==> src/rtl/counter_mod_updown.sv <==
// Modulo up/down counter with prescaler, wrap/saturate mode,
// synchronous clear/load and a registered boundary-step pulse.
module counter_mod_updown #(
  parameter int     WIDTH    = 8,
  parameter longint MODULUS  = 256,
  parameter bit     SATURATE = 1'b0,
  parameter int     PRESCALE = 1
) (
  input  logic             clk,
  input  logic             reset,
  input  logic             clr,
  input  logic             en,
  input  logic             up,
  input  logic             load,
  input  logic [WIDTH-1:0] load_val,
  output logic [WIDTH-1:0] count,
  output logic             limit
);

  localparam int CW = WIDTH + 1;
  localparam int PW = (PRESCALE > 1) ? $clog2(PRESCALE) : 1;

  localparam logic [CW-1:0] MODV = CW'(MODULUS);
  localparam logic [CW-1:0] MAXV = CW'(MODULUS - 1);
  localparam logic [PW-1:0] PLAST = PW'(PRESCALE - 1);

  if (MODULUS > (64'd1 << WIDTH)) begin : g_bad_mod_hi
    $error("MODULUS exceeds 2**WIDTH");
  end
  if (MODULUS < 2) begin : g_bad_mod_lo
    $error("MODULUS below 2");
  end
  if (PRESCALE < 1) begin : g_bad_pre
    $error("PRESCALE below 1");
  end

  logic [WIDTH-1:0] cnt_q, cnt_d;
  logic [PW-1:0]    pre_q, pre_d;
  logic             lim_q, lim_d;
  logic [CW-1:0]    cnt_x, ld_x;

  // Widened views keep MODULUS == 2**WIDTH free of overflow.
  assign cnt_x = {1'b0, cnt_q};
  assign ld_x  = {1'b0, load_val};

  always_comb begin
    cnt_d = cnt_q;
    pre_d = pre_q;
    lim_d = 1'b0;
    if (clr) begin
      cnt_d = '0;
      pre_d = '0;
    end else if (load) begin
      pre_d = '0;
      if (ld_x < MODV) cnt_d = load_val;
      else             cnt_d = MAXV[WIDTH-1:0];
    end else if (en) begin
      if (pre_q != PLAST) begin
        pre_d = pre_q + 1'b1;
      end else begin
        pre_d = '0;
        if (up) begin
          if (cnt_x == MAXV) begin
            lim_d = 1'b1;
            if (!SATURATE) cnt_d = '0;
          end else begin
            cnt_d = cnt_q + 1'b1;
          end
        end else begin
          if (cnt_q == '0) begin
            lim_d = 1'b1;
            if (!SATURATE) cnt_d = MAXV[WIDTH-1:0];
          end else begin
            cnt_d = cnt_q - 1'b1;
          end
        end
      end
    end
  end

  always_ff @(posedge clk or posedge reset) begin
    if (reset) begin
      cnt_q <= '0;
      pre_q <= '0;
      lim_q <= 1'b0;
    end else begin
      cnt_q <= cnt_d;
      pre_q <= pre_d;
      lim_q <= lim_d;
    end
  end

  assign count = cnt_q;
  assign limit = lim_q;

endmodule
==> config.mk <==
export PLATFORM = sky130hd
export DESIGN_NAME = counter_mod_updown
export DESIGN_NICKNAME = d
export VERILOG_FILES = /design/src/rtl/counter_mod_updown.sv
export SDC_FILE = /design/constraint.sdc
export NUM_CORES = 1
export LEC_CHECK = 0
export BUFFER_PORTS_ARGS = -buffer_cell sky130_fd_sc_hd__buf_4
export CAP_MARGIN = 25
export CELL_PAD_IN_SITES_DETAIL_PLACEMENT = 1
export CELL_PAD_IN_SITES_GLOBAL_PLACEMENT = 2
export CORE_MARGIN = 2
export CORE_UTILIZATION = 30
export DETAILED_ROUTE_END_ITERATION = 10
export PLACE_DENSITY_LB_ADDON = 0.12
export SYNTH_ARGS = -nofsm -noshare
export SYNTH_HDL_FRONTEND = slang
export SYNTH_SLANG_ARGS = --single-unit
==> constraint.sdc <==
create_clock -name clk -period 5 [get_ports clk]
set_clock_uncertainty 0.05 [all_clocks]
set_input_delay 1 -clock clk [delete_from_list [all_inputs] [get_ports clk]]
set_output_delay 1 -clock clk [all_outputs]
set_load 0.02 [all_outputs]
==> metrics.csv, run 1 <==
stage;metric;value;unit
clock_tree;cts-root-buf;clkbuf_4;
logic_synthesis;ys_types;41;
route;dr_total_vias;920;
min_path;hp-class;in2async;
die;io_pins;23;
place;port_buffers;22;
clock_tree;cts_resized;0;
logic_synthesis;yosys_warnings;0;
global_route;use_met1;25.0;%
timing;period_needed;2.17;ns
route;ant_nets;0;
route;post_drt_via_cell_ratio;5.71;
power_and_ir_drop;peakVddDrop;0.115;mV
clock_tree;ctsHtreeMaxLevel;1;
route;drt_iter0_drc;31;
worst_setup_path;crit_path_end_kind;primary output;
place;place.gp.congestion;0.733;
power_and_ir_drop;p_total;0.242;mW
clock_tree;clock_latency;0.27;ns
clock_tree;cts.sinks;9;
logic_synthesis;seq_area_frac_synth;25.6;%
die;die_x;58.2;µm
power_and_ir_drop;p_leak;0.473;nW
timing;setup_viol;0;
place;hpwl;1.99;mm
clock_tree;postCtsSetupRepairBufs;0;
global_route;first_global_vias;962;
worst_setup_path;startpoint_type;flop;
die;die_h;58.2;µm
clock_tree;cts_buffers;3;
logic_synthesis;syn_nets;130;
die;start_util;31.7;%
cells_and_area;nets;148;
clock_tree;path_clk_slew;0.07;ns
die;die_area;3390;µm²
worst_setup_path;cp_cell_sequence;buf_4;
worst_setup_path;critical-path-top-delay-family;flip-flops;
logic_synthesis;ys_ff_latch;9;
timing;slew_viol_final;0;
global_route;grt_overflow;0;
power_and_ir_drop;p_per_area;228;nW/µm²
timing;final.period_utilization;43.3;%
global_route;antenna_found_initial;0;
flow_run;cap_viol_max_count;0;
route;drt_wl_total;2.65;mm
clock_tree;cts_tree;built;
timing;worst_slew_pin_slew;0.470;ns
logic_synthesis;syn-cell-area;881;µm²
logic_synthesis;avgSynthCellArea;7.80;µm²
global_route;grt_use_total;18.1;%
outcome;outcome;completed;
worst_setup_path;criticalPathCategory;reg2out;
timing;slew_headroom;68.4;%
cells_and_area;drive_gt1_share;25.4;%
route;drc;0;
timing;finalHoldViolations;0;
die;core_area;2780;µm²
global_route;grt_pass1_wl;4.63;mm
global_route;busiest_layer;met2;
cells_and_area;area_growth;20.6;%
cells_and_area;fillers;359;
route;drt_first_pass_iters;4;
global_route;grt_max_degree;21;
worst_setup_path;cp.arrival;1.12;ns
worst_setup_path;worstPathMaxFanout;12;
clock_tree;clockBufferDepth;2;
timing;tns;0;ns
timing;rsz0062_at_grt;false;
clock_tree;hold_buffers;0;
die;std_cell_rows;19;
cells_and_area;antenna_cells;0;
worst_setup_path;slowest_delay;0.62;ns
global_route;use_met3;2.23;%
logic_synthesis;syn_inst;113;
route;wl_per_cell;16.4;µm
worst_setup_path;critPathSlowestCell;dfrtp_1;
worst_setup_path;path_buf_inv;1;
global_route;grt_use_met2;28.7;%
timing;clock.fmax;462;MHz
worst_setup_path;critPathRequiredTime;3.95;ns
logic make-up after synthesis:
family	count (synthesis)	share of synthesized area [%]
and+or+nand+nor	42	26.6
adders and majority gates	3	4.26
muxes	1	1.14
AOI/OAI and AO/OA	36	28.0
xor gates and xnor gates	6	5.97
DFF	9	25.6
buffers and inverters	16	8.52
final timing paths:
check | to | depth (start not counted) | start | slack [ns]
worst min-delay path | count[4] | 2 | reset | 0.66
min in group clk | count[0] | 2 | count[0] | 0.66
max in group asynchronous | count[0] | 2 | reset | 3.96
worst max register to register | count[6] | 6 | count[1] | 3.12
worst max-delay path | count[2] | 1 | count[2] | 2.83
worst min register to register | count[0] | 2 | count[0] | 0.66
synthesized netlist by cell type (all sizes together):
master | n | area (µm²)
nand4 | 2 | 18.8
a31o | 1 | 8.76
a221oi | 2 | 23.8
ha | 3 | 37.5
xnor2 | 4 | 35.0
nor4 | 2 | 12.5
o21ai | 5 | 25.0
nor3b | 1 | 7.51
o31ai | 1 | 7.51
o21bai | 1 | 7.51
nor4b | 1 | 15.0
o221ai | 1 | 8.76
a211oi | 1 | 12.5
nand2b | 2 | 12.5
nor2b | 2 | 12.5
a221o | 1 | 10.0
a21oi | 13 | 65.1
mux2i | 1 | 10.0
xor2 | 2 | 17.5
nand3 | 2 | 10.0
a211o | 1 | 8.76
o211ai | 1 | 7.51
dfrtp | 9 | 225
buf | 5 | 33.8
o31a | 2 | 17.5
and4 | 2 | 20.0
inv | 7 | 26.3
clkbuf | 4 | 15.0
nor3 | 8 | 50.1
a31oi | 4 | 25.0
a41o | 1 | 11.3
a21o | 1 | 7.51
nor2 | 9 | 33.8
nand2 | 11 | 41.3
through the flow:
step | util [%] | instance area, µm² | std cells | setup WS, ns | hold slack [ns]
6_report | 38.2 | 1060 | 161 | 2.83 | 0.658
5_1_grt | 38.2 | 1060 | 161 | 2.77 | 0.686
3_5_place_dp | 37.2 | 1040 | 157 | 2.85 | 0.645
3_3_place_gp | 37.2 | 1040 | 157 | 2.92 | 0.631
2_1_floorplan | - | 881 | 113 | 3.00 | 0.724
4_1_cts | 38.2 | 1060 | 161 | 2.84 | 0.667
flip-flops by register name, indices dropped and copies added (netlist names):
| name | cells |
|---|---|
| count | 8 |
| limit | 1 |
per-layer routing:
layer	share of wire, %	wire, µm	up-vias
li1	-	-	444
met3	3.1	82	4
met5	0	0	-
met2	47	1240	20
met1	49	1290	452
met4	1.1	30	0
area by class of cell:
cell class              count  area (µm²)  share of cell area [%]
clock buffers               4        26.3                    2.47
inverters                   7        26.3                    2.47
multi-input cells          88         581                    54.7
flip-flops and latches      9         225                    21.2
well taps                  31        38.8                    3.65
repair buffers             22         165                    15.5
power by group:
part | internal [mW] | switching (mW)
combinational | 0.0397 | 0.0485
sequential | 0.0780 | 0.0158
clock | 0.0309 | 0.0293
total | 0.149 | 0.0935
placed cells by master (no fill, tap or decap), types with 2 or more instances in the layout:
cell and instances:
ha_1 3, xnor2_1 4, xor2_1 2, buf_4 22
nor2_1 9, o31a_1 2, dfrtp_1 9, a31oi_1 4
nand2_1 11, o21ai_1 3, nor2b_1 2, nor3_2 2
nand3_1 2, clkbuf_4 3, inv_1 7, nor4_1 2
nor3_1 6, nand2b_1 2, a21oi_1 13, o21ai_0 2
Note: power is estimated with default switching activity, not from simulation.
==> run 2: changes to the inputs <==
--- a/config.mk
+++ b/config.mk
@@ -5,12 +5,13 @@
 export SDC_FILE = /design/constraint.sdc
 export NUM_CORES = 1
 export LEC_CHECK = 0
+export ABC_AREA = 1
 export BUFFER_PORTS_ARGS = -buffer_cell sky130_fd_sc_hd__buf_4
 export CAP_MARGIN = 25
 export CELL_PAD_IN_SITES_DETAIL_PLACEMENT = 1
 export CELL_PAD_IN_SITES_GLOBAL_PLACEMENT = 2
 export CORE_MARGIN = 2
-export CORE_UTILIZATION = 30
+export CORE_UTILIZATION = 28
 export DETAILED_ROUTE_END_ITERATION = 10
 export PLACE_DENSITY_LB_ADDON = 0.12
 export SYNTH_ARGS = -nofsm -noshare
==> constraint.sdc (replaced) <==
create_clock -name clk -period 2.21 [get_ports clk]
set_clock_uncertainty 0.05 [all_clocks]
set_input_delay 0.442 -clock clk [delete_from_list [all_inputs] [get_ports clk]]
set_output_delay 0.442 -clock clk [all_outputs]
set_load 0.02 [all_outputs]
==> run 2 against run 1 <==
Effect of this change: critical path depth grew 11; die area grew 27%; total power grew to 2.8 times the previous value; critical path type is now reg2reg; largest cell class unchanged.
==> metrics.csv, run 2 <==
stage;metric;value;unit;change
timing;tns;0;ns;unchanged
clock_tree;clock_latency;0.24;ns;was 0.27 ns
logic_synthesis;avgSynthCellArea;6.57;µm²;was 7.80 µm²
worst_setup_path;worstRegToRegCells;12;;was 6
route;drt_first_pass_iters;4;;unchanged
route;drc;0;;unchanged
worst_setup_path;cp.arrival;1.75;ns;was 1.12 ns
global_route;grt_use_total;16.3;%;was 18.1%
logic_synthesis;yosys_warnings;0;;unchanged
route;ant_nets;0;;unchanged
worst_setup_path;rr_endpoint;count[7];;was count[6]
cells_and_area;layout_commonest_cell;nand2_1;;was buf_4
clock_tree;cts_tree;built;;unchanged
clock_tree;ctsHtreeMaxLevel;1;;unchanged
clock_tree;cts-root-buf;clkbuf_8;;was clkbuf_4
route;drt_wl_total;2.97;mm;was 2.65 mm
logic_synthesis;synth_area_leaders;nand2_1 (23%), dfrtp_1 (21%), nand3_1 (9.5%);;was dfrtp_1 (26%), a21oi_1 (7.4%), nand2_1 (4.7%)
worst_setup_path;critPathRequiredTime;2.29;ns;was 3.95 ns
route;wl_per_cell;13.0;µm;was 16.4 µm
timing;rsz0062_at_grt;false;;unchanged
logic_synthesis;yosysMostFrequentCell;nand2_1;;was a21oi_1
worst_setup_path;worstReg2RegStart;count[1];;unchanged
timing;hold_slack;0.134;ns;was 0.658 ns
power_and_ir_drop;p_total;0.669;mW;was 0.242 mW
place;port_buffers;22;;unchanged
cells_and_area;mostFrequentLayoutCells;nand2_1 (64), buf_4 (22), nand3_1 (20), inv_1 (12), dfrtp_1 (9);;was buf_4 (22), a21oi_1 (13), nand2_1 (11), nor2_1 (9), dfrtp_1 (9)
flow_run;cap_viol_max_count;0;;unchanged
global_route;first_global_vias;1133;;was 962
worst_setup_path;criticalPathCategory;reg2reg;;was reg2out
place;place_ws;0.525;ns;was 2.85 ns
timing;finalHoldViolations;0;;unchanged
place;place.gp.congestion;0.832;;was 0.733
route;post_drt_via_cell_ratio;4.62;;was 5.71
route;drt_iter0_drc;41;;was 31
logic_synthesis;seq_area_frac_synth;21.3;%;was 25.6%
timing;worst_slew_pin_slew;0.545;ns;was 0.470 ns
clock_tree;path_clk_slew;0.05;ns;was 0.07 ns
worst_setup_path;r2r_slack;0.54;ns;was 3.12 ns
timing;setup_ws;0.540;ns;was 2.83 ns
logic_synthesis;synthFlopType;dfrtp_1;;unchanged
logic_synthesis;yosysTopAreaCellShare;22.7;%;was 25.6%
logic_synthesis;ys_top_cells_by_count;nand2_1 (64), nand3_1 (20), inv_1 (12);;was a21oi_1 (13), nand2_1 (11), dfrtp_1 (9), nor2_1 (9), inv_1 (7)
global_route;grt_max_degree;12;;was 21
global_route;grt_overflow;0;;unchanged
power_and_ir_drop;p_leak;0.677;nW;was 0.473 nW
clock_tree;cts.sinks;9;;unchanged
timing;final.period_utilization;75.6;%;
cells_and_area;largest_reg_flops;8;;unchanged
clock_tree;postCtsSetupRepairBufs;0;;unchanged
logic_synthesis;syn_nets;178;;was 130
logic_synthesis;syn_inst;161;;was 113
clock_tree;cts_resized;0;;unchanged
cells_and_area;area_growth;18.7;%;was 20.6%
worst_setup_path;startpoint_type;flop;;unchanged
outcome;outcome;completed;;unchanged
cells_and_area;layout.cells.non_filler;228;;was 161
die;core_area;3660;µm²;was 2780 µm²
min_path;hp-class;in2async;;unchanged
logic_synthesis;ys_types;23;;was 41
timing;setup_viol;0;;unchanged
place;place_inst;224;;was 157
worst_setup_path;crit_path_end_kind;flop;;was primary output
place;hpwl;2.43;mm;was 1.99 mm
cells_and_area;drive_gt1_share;27.8;%;was 25.4%
worst_setup_path;crit_start;count[1];;was count[2]
power_and_ir_drop;p_per_area;533;nW/µm²;was 228 nW/µm²
logic_synthesis;postSynth.asyncResetShare;100;%;unchanged
timing;clock.fmax;599;MHz;
clock_tree;clockBufferDepth;2;;unchanged
worst_setup_path;worstPathMaxFanout;6;;was 12
power_and_ir_drop;peakVddDrop;0.249;mV;was 0.115 mV
clock_tree;cts_buffers;3;;unchanged
worst_setup_path;critPathCapture;count[7];;was count[2]
global_route;grt_pass1_wl;5.34;mm;was 4.63 mm
die;start_util;28.9;%;was 31.7%
logic_synthesis;synth-edff-count;0;;unchanged
clock_tree;hold_buffers;0;;unchanged
die;std_cell_rows;22;;was 19
timing;slew_headroom;63.7;%;was 68.4%
die;die_h;65.5;µm;was 58.2 µm
global_route;antenna_found_initial;0;;unchanged
die;io_pins;23;;unchanged
cells_and_area;antenna_cells;0;;unchanged
timing;slew_viol_final;0;;unchanged
timing;period_needed;1.67;ns;
logic_synthesis;ys_ff_latch;9;;unchanged
route;dr_total_vias;1054;;was 920
die;die_area;4290;µm²;was 3390 µm²
cells_and_area;nets;198;;was 148
die;die_x;65.5;µm;was 58.2 µm
logic_synthesis;synth_area_leader_cell;nand2_1;;was dfrtp_1
logic_synthesis;syn-cell-area;1060;µm²;was 881 µm²
-- run 2: changes by cell type in the layout (fill, tap and decap cells not counted), sizes merged, moves of 4 or more --
cell   previous run  this run
nand2            11        70
nand3             2        22
a21oi            13         3
inv               7        16
nor2              9        16
nor3              8         1
a31oi             4         0
o21ai             5         9
xnor2             4         0
-- run 2: worst max-delay path, stage by stage, from the launching register on --
cell and delay [ns]:
dfrtp_1 0.46, inv_1 0.13, ha_1 0.20, inv_1 0.07, nor2_2 0.05, nand2_4 0.09, nor2_4 0.03, nor2_2 0.16
nand3_1 0.11, nand2_1 0.07, nand2_1 0.05, nand2_1 0.05, nand2_1 0.04
-- run 2: cell type report --
| class | count | area, µm² |
|---|---|---|
| Clock buffer | 4 | 45.0 |
| Inverter | 17 | 68.8 |
| Sequential cell | 9 | 225 |
| Timing Repair Buffer | 22 | 165 |
| Multi-Input combinational cell | 128 | 692 |
| Tap cell | 48 | 60.1 |
| Fill cell | 466 | 2400 |
-- run 2: worst min-delay path by stage --
stage                      from       end  slack, ns  depth (start not counted)
after floorplan           reset  count[0]       0.22                          1
after global placement    reset  count[2]       0.40                          2
after detailed placement  reset  count[2]       0.40                          2
after CTS                 reset  count[2]       0.14                          2
after global routing      reset  count[2]       0.17                          2
final                     reset  count[2]       0.13                          2
-- run 2: layer usage --
metal / global-route usage (%) / vias to the layer above / wire length [µm]
met2: 27.4 / 18 / 1370
li1: - / 543 / -
met5: 0 / - / 0
met4: 7.03 / 0 / 62
met1: 21.0 / 488 / 1450
met3: 1.71 / 5 / 80
-- run 2: through the flow --
step	utilization, %	instance area (µm²)
floorplan	-	1060
global placement	33.1	1210
detailed placement	33.1	1210
CTS	34.3	1260
global route	34.3	1260
finish	34.3	1260
-- run 2: kinds of logic (layout without fill, tap and decap cells) --
family                   after synthesis  in the layout  synth area share, %
buffers and inverters                 24             43                 13.4
AO/OA/AOI/OAI                         13             13                 6.26
AND/OR/NAND/NOR                      110            110                 53.9
adder cells (fa/ha/maj)                3              3                 3.55
flip-flops                             9              9                 21.3
XOR/XNOR                               2              2                 1.66
-- run 2: power breakdown --
part	leakage, nW	switching (mW)	internal, mW	total [mW]
sequential	0.119	0.0438	0.178	0.222
clock	0.0228	0.0732	0.126	0.200
combinational	0.535	0.148	0.100	0.248
